--- src/rtl/adc_lvds_tx_emu.sv ---
// Serializer emulating the ADC's 1-wire LVDS output: a frame clock plus one serial
// data lane per channel, one bit per SysClk, fed from user samples or test patterns.
module adc_lvds_tx_emu #(
  parameter int C_AdcChnls       = 8,
  parameter int C_AdcBits        = 14,
  parameter int C_AdcMsbOrLsbFst = 1
) (
  input  logic                    SysClk,
  input  logic                    SysRst_n,
  input  logic                    TxEna,
  input  logic [1:0]              PatSel,
  input  logic [C_AdcBits-1:0]    FixedPat,
  input  logic [16*C_AdcChnls-1:0] SmplData,
  input  logic                    SmplValid,
  output logic                    SmplReady,
  output logic                    TxFrmClk,
  output logic [C_AdcChnls-1:0]   TxData,
  output logic                    TxFrmStart,
  output logic                    Underrun,
  input  logic                    UnderrunClr
);

  localparam int CntW     = (C_AdcBits > 1) ? $clog2(C_AdcBits) : 1;
  localparam int HalfBits = (C_AdcBits + 1) / 2;

  localparam logic [CntW-1:0]       LastCnt = CntW'(C_AdcBits - 1);
  localparam logic [CntW-1:0]       HalfCnt = CntW'(HalfBits);
  localparam logic [2*HalfBits-1:0] ChkRep  = {HalfBits{2'b10}};
  localparam logic [C_AdcBits-1:0]  ChkWord = ChkRep[C_AdcBits-1:0];

  typedef enum logic {ST_IDLE, ST_SHIFT} state_t;
  typedef logic [C_AdcBits-1:0] word_t;

  state_t          state, state_nxt;
  logic [CntW-1:0] bit_cnt;
  word_t           ramp_cnt;
  logic            chk_phase;
  word_t           shift_reg [C_AdcChnls];
  word_t           hold_word [C_AdcChnls];
  word_t           load_word [C_AdcChnls];
  logic            last_bit, load_evt, user_load, user_miss;

  // Only the low C_AdcBits of each 16-bit channel slot carry sample data.
  logic unused_smpl_bits;
  assign unused_smpl_bits = ^SmplData;

  // A new frame loads from IDLE, or seamlessly on the last bit of the current frame.
  always_comb begin
    last_bit  = (state == ST_SHIFT) && (bit_cnt == LastCnt);
    load_evt  = TxEna && ((state == ST_IDLE) || last_bit);
    user_load = load_evt && (PatSel == 2'd0);
    user_miss = user_load && !SmplValid;
  end

  assign SmplReady = user_load && SmplValid;

  always_ff @(posedge SysClk or negedge SysRst_n) begin
    // NOTE: sequential state uses non-blocking assignments so every register samples pre-edge values.
    if (!SysRst_n) state <= ST_IDLE;
    else           state <= state_nxt;
  end

  always_comb begin
    // NOTE: every combinational output gets a default first, so no path can infer a latch.
    state_nxt = state;
    if (load_evt)      state_nxt = ST_SHIFT;
    else if (last_bit) state_nxt = ST_IDLE;
  end

  always_comb begin
    for (int c = 0; c < C_AdcChnls; c++) begin
      load_word[c] = '0;
      unique case (PatSel)
        2'd0:    load_word[c] = SmplValid ? SmplData[16*c +: C_AdcBits] : hold_word[c];
        2'd1:    load_word[c] = ramp_cnt + word_t'(c);
        2'd2:    load_word[c] = FixedPat;
        default: load_word[c] = chk_phase ? ~ChkWord : ChkWord;
      endcase
    end
  end

  always_ff @(posedge SysClk or negedge SysRst_n) begin
    if (!SysRst_n) begin
      bit_cnt   <= '0;
      ramp_cnt  <= '0;
      chk_phase <= 1'b0;
      // NOTE: the per-channel word arrays are reset too, so an underrun before the first
      // valid sample retransmits a defined all-zero word.
      for (int c = 0; c < C_AdcChnls; c++) begin
        shift_reg[c] <= '0;
        hold_word[c] <= '0;
      end
    end else if (load_evt) begin
      bit_cnt <= '0;
      for (int c = 0; c < C_AdcChnls; c++) begin
        shift_reg[c] <= load_word[c];
        if (user_load && SmplValid) hold_word[c] <= load_word[c];
      end
      if (PatSel == 2'd1) ramp_cnt  <= ramp_cnt + word_t'(1);
      if (PatSel == 2'd3) chk_phase <= ~chk_phase;
    end else if (last_bit) begin
      // Frame done with TxEna low: patterns restart from their origin on re-enable.
      bit_cnt   <= '0;
      ramp_cnt  <= '0;
      chk_phase <= 1'b0;
    end else if (state == ST_SHIFT) begin
      bit_cnt <= bit_cnt + CntW'(1);
      for (int c = 0; c < C_AdcChnls; c++)
        shift_reg[c] <= (C_AdcMsbOrLsbFst != 0) ? (shift_reg[c] >> 1) : (shift_reg[c] << 1);
    end
  end

  // Sticky underrun; a new underrun wins over a simultaneous clear.
  always_ff @(posedge SysClk or negedge SysRst_n) begin
    if (!SysRst_n)        Underrun <= 1'b0;
    else if (user_miss)   Underrun <= 1'b1;
    else if (UnderrunClr) Underrun <= 1'b0;
  end

  always_comb begin
    TxFrmClk   = (state == ST_SHIFT) && (bit_cnt < HalfCnt);
    TxFrmStart = (state == ST_SHIFT) && (bit_cnt == '0);
    for (int c = 0; c < C_AdcChnls; c++)
      TxData[c] = (state == ST_SHIFT) &&
                  ((C_AdcMsbOrLsbFst != 0) ? shift_reg[c][0] : shift_reg[c][C_AdcBits-1]);
  end

endmodule
--- config.mk ---
export PLATFORM = sky130hd
export DESIGN_NAME = adc_lvds_tx_emu
export DESIGN_NICKNAME = d
export VERILOG_FILES = /design/src/rtl/adc_lvds_tx_emu.sv
export SDC_FILE = /design/constraint.sdc
export NUM_CORES = 1
export LEC_CHECK = 0
export BUFFER_PORTS_ARGS = -buffer_cell sky130_fd_sc_hd__clkbuf_2
export CAP_MARGIN = 30
export CORE_MARGIN = 8
export CORE_UTILIZATION = 45
export DETAILED_ROUTE_END_ITERATION = 10
export PLACE_DENSITY_LB_ADDON = 0.15
export SLEW_MARGIN = 30
export SYNTH_ARGS = -nofsm -noshare
export SYNTH_HDL_FRONTEND = slang
export SYNTH_SLANG_ARGS = --single-unit
--- constraint.sdc ---
create_clock -name SysClk -period 2.3 [get_ports SysClk]
set_clock_uncertainty 0.05 [all_clocks]
set_input_delay 0.23 -clock SysClk [delete_from_list [all_inputs] [get_ports SysClk]]
set_output_delay 0.23 -clock SysClk [all_outputs]
set_load 0.01 [all_outputs]
After elaboration in Yosys (flattened, before gate mapping) --
Index checks and enable logic that the tools add are counted.
Cells by class: $add $sub $neg 8, magnitude comparators 1, eq/ne operators 7, muxes and demuxes 32, bitwise gates (word level) 2, reductions and logical operators 27
Operators by type and width (count):
- 2-to-1 mux 112 bit | 3
- case mux 14 bit (3 select lines) | 8
- 2-to-1 mux 14 bit | 12
- adder 14 x 3 -> 14 bit (second input constant) | 4
- adder 14 x 2 -> 14 bit (second input constant) | 2
- logical AND 1 bit | 15
- adder 14 x 1 -> 14 bit (second input constant) | 1
- 2-to-1 mux 4 bit | 3
- AND reduction 2 bit | 4
- 2-to-1 mux 1 bit | 6
- != test 2 x 1 -> 1 bit (second input constant) | 3
- nonzero test 2 bit | 3
- adder 4 x 1 -> 4 bit (second input constant) | 1
- equality test 2 bit (second input constant) | 2
- equality test 4 bit (second input constant) | 1
- logical NOT 4 bit | 1
- < comparator 4 x 3 -> 1 bit (second input constant) | 1
- nonzero test 3 bit | 1
- equality test 2 x 1 -> 1 bit (second input constant) | 1
- logical NOT 2 bit | 1
- inverter 1 bit | 2
- logical NOT 1 bit | 1
- logical OR 1 bit | 1
Word-level totals: register bits after elaboration 245, bits of input ports 149, output and inout port bits 12, word-level logic and storage cells 98

Longest topological paths before layout --
depth after elaboration 7, gate-level depth with buffers 10

Worst setup path before layout --
Ideal clock, no wire load.
path type reg-to-reg, start register ramp_cnt[2], end register shift_reg[39] (netlist name), setup time 0.132 ns, data arrival time 1.977 ns, setup slack 0.141 ns, cell stages (with the launch flop) 9, clock period less this slack 2.159 ns, path through dfrtp_1 -> clkbuf_1 -> inv_1 -> ha_1 -> a21oi_1 -> nor4_1 -> xor2_1 -> a221oi_1 -> o21ai_0
On the way: word-level cells in the longest chain between the ends 3
Ends and longest elaborated chain:
- start, declared | line 36 | word_t ramp_cnt;
- start signal, assigned | line 99 | if (PatSel == 2'd1) ramp_cnt <= ramp_cnt + word_t'(1);
- adder 14 x 3 -> 14 bit | line 75 | 2'd1: load_word[c] = ramp_cnt + word_t'(c);
- case mux 14 bit (3 select lines) | line 73 | unique case (PatSel)
- 2-to-1 mux 112 bit | line 93 | end else if (load_evt) begin
- end signal, assigned by index | line 96 | shift_reg[c] <= load_word[c];
- end signal, assigned by index | line 109 | shift_reg[c] <= (C_AdcMsbOrLsbFst != 0) ? (shift_reg[c] >> 1) : (shift_reg[c] << 1);
- end, declared | line 38 | word_t shift_reg [C_AdcChnls];
Every way passes these cells. A chain may end at the register's enable or synchronous reset.

Final worst setup path --
start register bit_cnt[1], end output SmplReady
On the way: word-level cells in the longest chain between the ends 6
Ends and longest elaborated chain:
- start, declared | line 35 | logic [CntW-1:0] bit_cnt;
- start signal, assigned | line 107 | bit_cnt <= bit_cnt + CntW'(1);
- equality test 4 bit | line 49 | last_bit = (state == ST_SHIFT) && (bit_cnt == LastCnt);
- logical AND 1 bit | line 49
- logical OR 1 bit | line 50 | load_evt = TxEna && ((state == ST_IDLE) || last_bit);
- logical AND 1 bit | line 50
- logical AND 1 bit | line 51 | user_load = load_evt && (PatSel == 2'd0);
- logical AND 1 bit | line 55 | assign SmplReady = user_load && SmplValid;
- end, declared | line 15 | output logic SmplReady,
Every way passes these cells.

==> results.json <==
{
  "grt_overflow": 0,
  "max-vdd-ir-drop_v": 0.0006203,
  "synth_ff_type": "dfrtp_1",
  "dieWidth_um": 195.8,
  "netlist_area_sq_mm": 0.01454,
  "cts_tree": "built",
  "synth-seq-cells": 245,
  "io_pins": 161,
  "arrival_ps": 1950,
  "clockBufferDepth": 3,
  "grt_usage_pct": 26.72,
  "hold_class": "input port to flip-flop",
  "vias": 13550,
  "r2r-start": "ramp_cnt[2]",
  "path_class": "flip-flop to output pin",
  "start_kind": "flip-flop",
  "rr_endpoint": "hold_word[12]",
  "tns_ps": 0,
  "coreArea_sq_mm": 0.03221,
  "drt.antenna.violating_nets": 0,
  "critPathRequiredTime_ps": 2020,
  "cpPeakStageDelay_ps": 390,
  "p_sw_mw": 5.777,
  "swShare_pct": 34.50,
  "first_global_vias": 13090,
  "min_path_cells": 5,
  "final_common_cell": "o21ai_0",
  "drt-vias-per-instance": 5.943,
  "avgSynthCellArea_sq_um": 8.569,
  "clock-sinks": 245,
  "routabilityCongestion": 0.9288,
  "clk_latency_ps": 550,
  "yosys_warnings": 0,
  "setup_violations": 0,
  "fillCellCount": 3092,
  "num_rows": 66,
  "rsz0062_at_grt": "false",
  "dpl_cell_area_sq_mm": 0.01624,
  "synth_top_area_cell": "dfrtp_1",
  "pwr-share-comb_pct": 30.0,
  "route.detailed.drc": 0,
  "async_flop_share_pct": 100.0,
  "drt_wl_total_um": 52530,
  "dp.cells": 2221,
  "worstRegToRegCells": 7,
  "min_from": "SmplData[85]",
  "crit_fanout": 15,
  "cts-htree-levels": 1,
  "path_buf_inv": 3,
  "drive_gt1_share_pct": 19.60,
  "die_h_um": 195.8,
  "grt_max_degree": 115,
  "fin_crit_sh_pct": 96.74,
  "wl_per_cell_um": 23.04,
  "crit_chain": "inv_2 > ha_4 > nand3_4 > a21oi_4 > nand3_4 > clkinv_8 > buf_2",
  "clock-root-buffer": "clkbuf_16",
  "portBuffers": 144,
  "fin_crit_ps": 2225,
  "tightest_slew_ps": 989.6,
  "netlist.area_leader.share_pct": 42.16,
  "slowest_stage": "dfrtp_1",
  "areaGrowthSynthToFinish_pct": 19.57,
  "status": "completed",
  "synth_cell_types": 62,
  "synth_edf_count": 0,
  "final_hold_viol_count": 0,
  "crit_top_cell": "nand3_4",
  "numCtsBuffers": 29,
  "seqPwrFrac_pct": 40.5,
  "n_antenna_cell": 0,
  "slew_viol_final": 0,
  "ys_seq_area_share_pct": 42.16,
  "fin_nets": 2013,
  "syn_nets": 1858,
  "cellLeakagePower_nw": 8.296,
  "layout_common_cells": "o21ai_0, dfrtp_1, nand2_1, a21oi_1, clkbuf_2",
  "design_area_sq_mm": 0.01739,
  "hold_ws_ps": 69.57,
  "multi_input_area_sq_mm": 0.007617,
  "clock.fmax_ghz": 0.4494,
  "post-route-util_pct": 53.99,
  "drv_cap": 0,
  "dpl.hpwl_um": 37530,
  "initial_core_util_pct": 45.15,
  "rrSetupSlack_ps": 70,
  "grt_pass1_wl_um": 80990,
  "endpoint_kind": "output pin",
  "yosys-top-cells-area": "dfrtp_1, o21ai_0, mux2i_1, a21oi_1, nand2_1",
  "power.internal_mw": 10.97,
  "clk_pin_slew_ps": 60,
  "cpLargestDelayFamily": "flip-flops",
  "register_area_sq_mm": 0.006132,
  "netlist_instances": 1697,
  "dr.pass1.iters": 7,
  "grt_antenna_before_repair": 0,
  "dieArea_sq_mm": 0.03832,
  "drtIter0Drc": 1104,
  "power_density_mw_per_mm2": 963.1,
  "hold_path_end": "hold_word[33]",
  "stdcell_count": 2280,
  "maxSlewHeadroom_pct": 33.33,
  "p_clk_share_pct": 29.4
}
cell type report:
class	count	share of cell area, %
clock buffer	42	4.858
clock inverter	9	0.9931
inverter	27	0.6549
multi-input combinational	1270	43.81
sequential	245	35.27
tap	408	2.936
timing repair buffer	279	11.48
cell usage after synthesis, drive strengths merged, types with 2 or more instances:
cell type  count
mux2           3
a2111oi        2
nor2b          4
and2          11
o21a          17
o22ai         15
a211oi        17
o211a          2
or3           10
a21oi        164
a211o          6
o32a           2
o32ai          4
nand4         10
ha            12
nand3b         3
nand2b         4
and3          51
o31ai          9
buf           77
nand3         11
a22oi         19
nor4          11
or2           16
inv           27
o2111ai        3
nor3          21
nand2        186
o221ai         2
and4           2
clkbuf        78
xnor2         25
dfrtp        245
xor2          46
nor2         118
a221oi         4
mux2i        108
o21ai        297
o211ai        11
a31oi         38
through the flow:
stage / power (mW) / setup WS [ps]
after CTS: 16.76 / 3.374
final: 16.74 / 74.95
after detailed placement: 11.74 / 113.2
after floorplan: 9.666 / 141.0
after global placement: 11.58 / 125.4
after global routing: 17.69 / 1.224
worst reg2reg max path, cell delays in order (launching register included):
cell and delay [ps]:
dfrtp_1 450, inv_1 240, ha_1 280, nand2b_1 160, a2111oi_4 400, xor2_1 120, a21oi_1 260, o21ai_0 110
power by group through the flow:
| stage | Sequential [mW] | Combinational, mW | Clock, mW |
|---|---|---|---|
| final | 6.79 | 5.03 | 4.93 |
| after global routing | 6.94 | 5.59 | 5.16 |
| after CTS | 6.76 | 5.00 | 5.00 |
| after detailed placement | 6.81 | 4.93 | 0 |
| after global placement | 6.76 | 4.82 | 0 |
| after floorplan | 6.47 | 3.20 | 0 |
worst max path at each step:
stage | to | cells past startpoint | start | slack [ps]
CTS | SmplReady | 8 | bit_cnt[1] | 3
global route | hold_word[12] | 7 | ramp_cnt[2] | 1
finish | SmplReady | 7 | bit_cnt[1] | 70
global placement | hold_word[94] | 8 | bit_cnt[1] | 130
floorplan | shift_reg[39] | 8 | ramp_cnt[2] | 140
detailed placement | hold_word[94] | 8 | bit_cnt[1] | 110
layer usage:
layer	global-route usage, %	wire (um)	vias to the layer above
met2	41.44	23630	517
li1	-	-	6338
met1	38.48	23840	6615
met4	6.878	1224	0
met5	0	0	-
met3	4.078	3834	81
logic make-up after synthesis:
logic type | Yosys count | share of synthesized area (%)
AOI/OAI and AO/OA | 616 | 23.91
and+or+nand+nor | 460 | 14.99
DFF | 245 | 42.16
buffers and inverters | 182 | 5.963
muxes | 111 | 7.667
xor gates and xnor gates | 71 | 4.276
adders and majority gates | 12 | 1.032
what timing repair did:
action                                 in CTS  in global routing
resized for setup                           9                  5
setup endpoints to repair                   1                  3
cloned                                      1                  0
pin swaps                                   2                  2
endpoints found under the hold margin      56                  0
buffers inserted                            4                  2
hold buffers                                2                  0
Power figures use the tool's default switching activity.
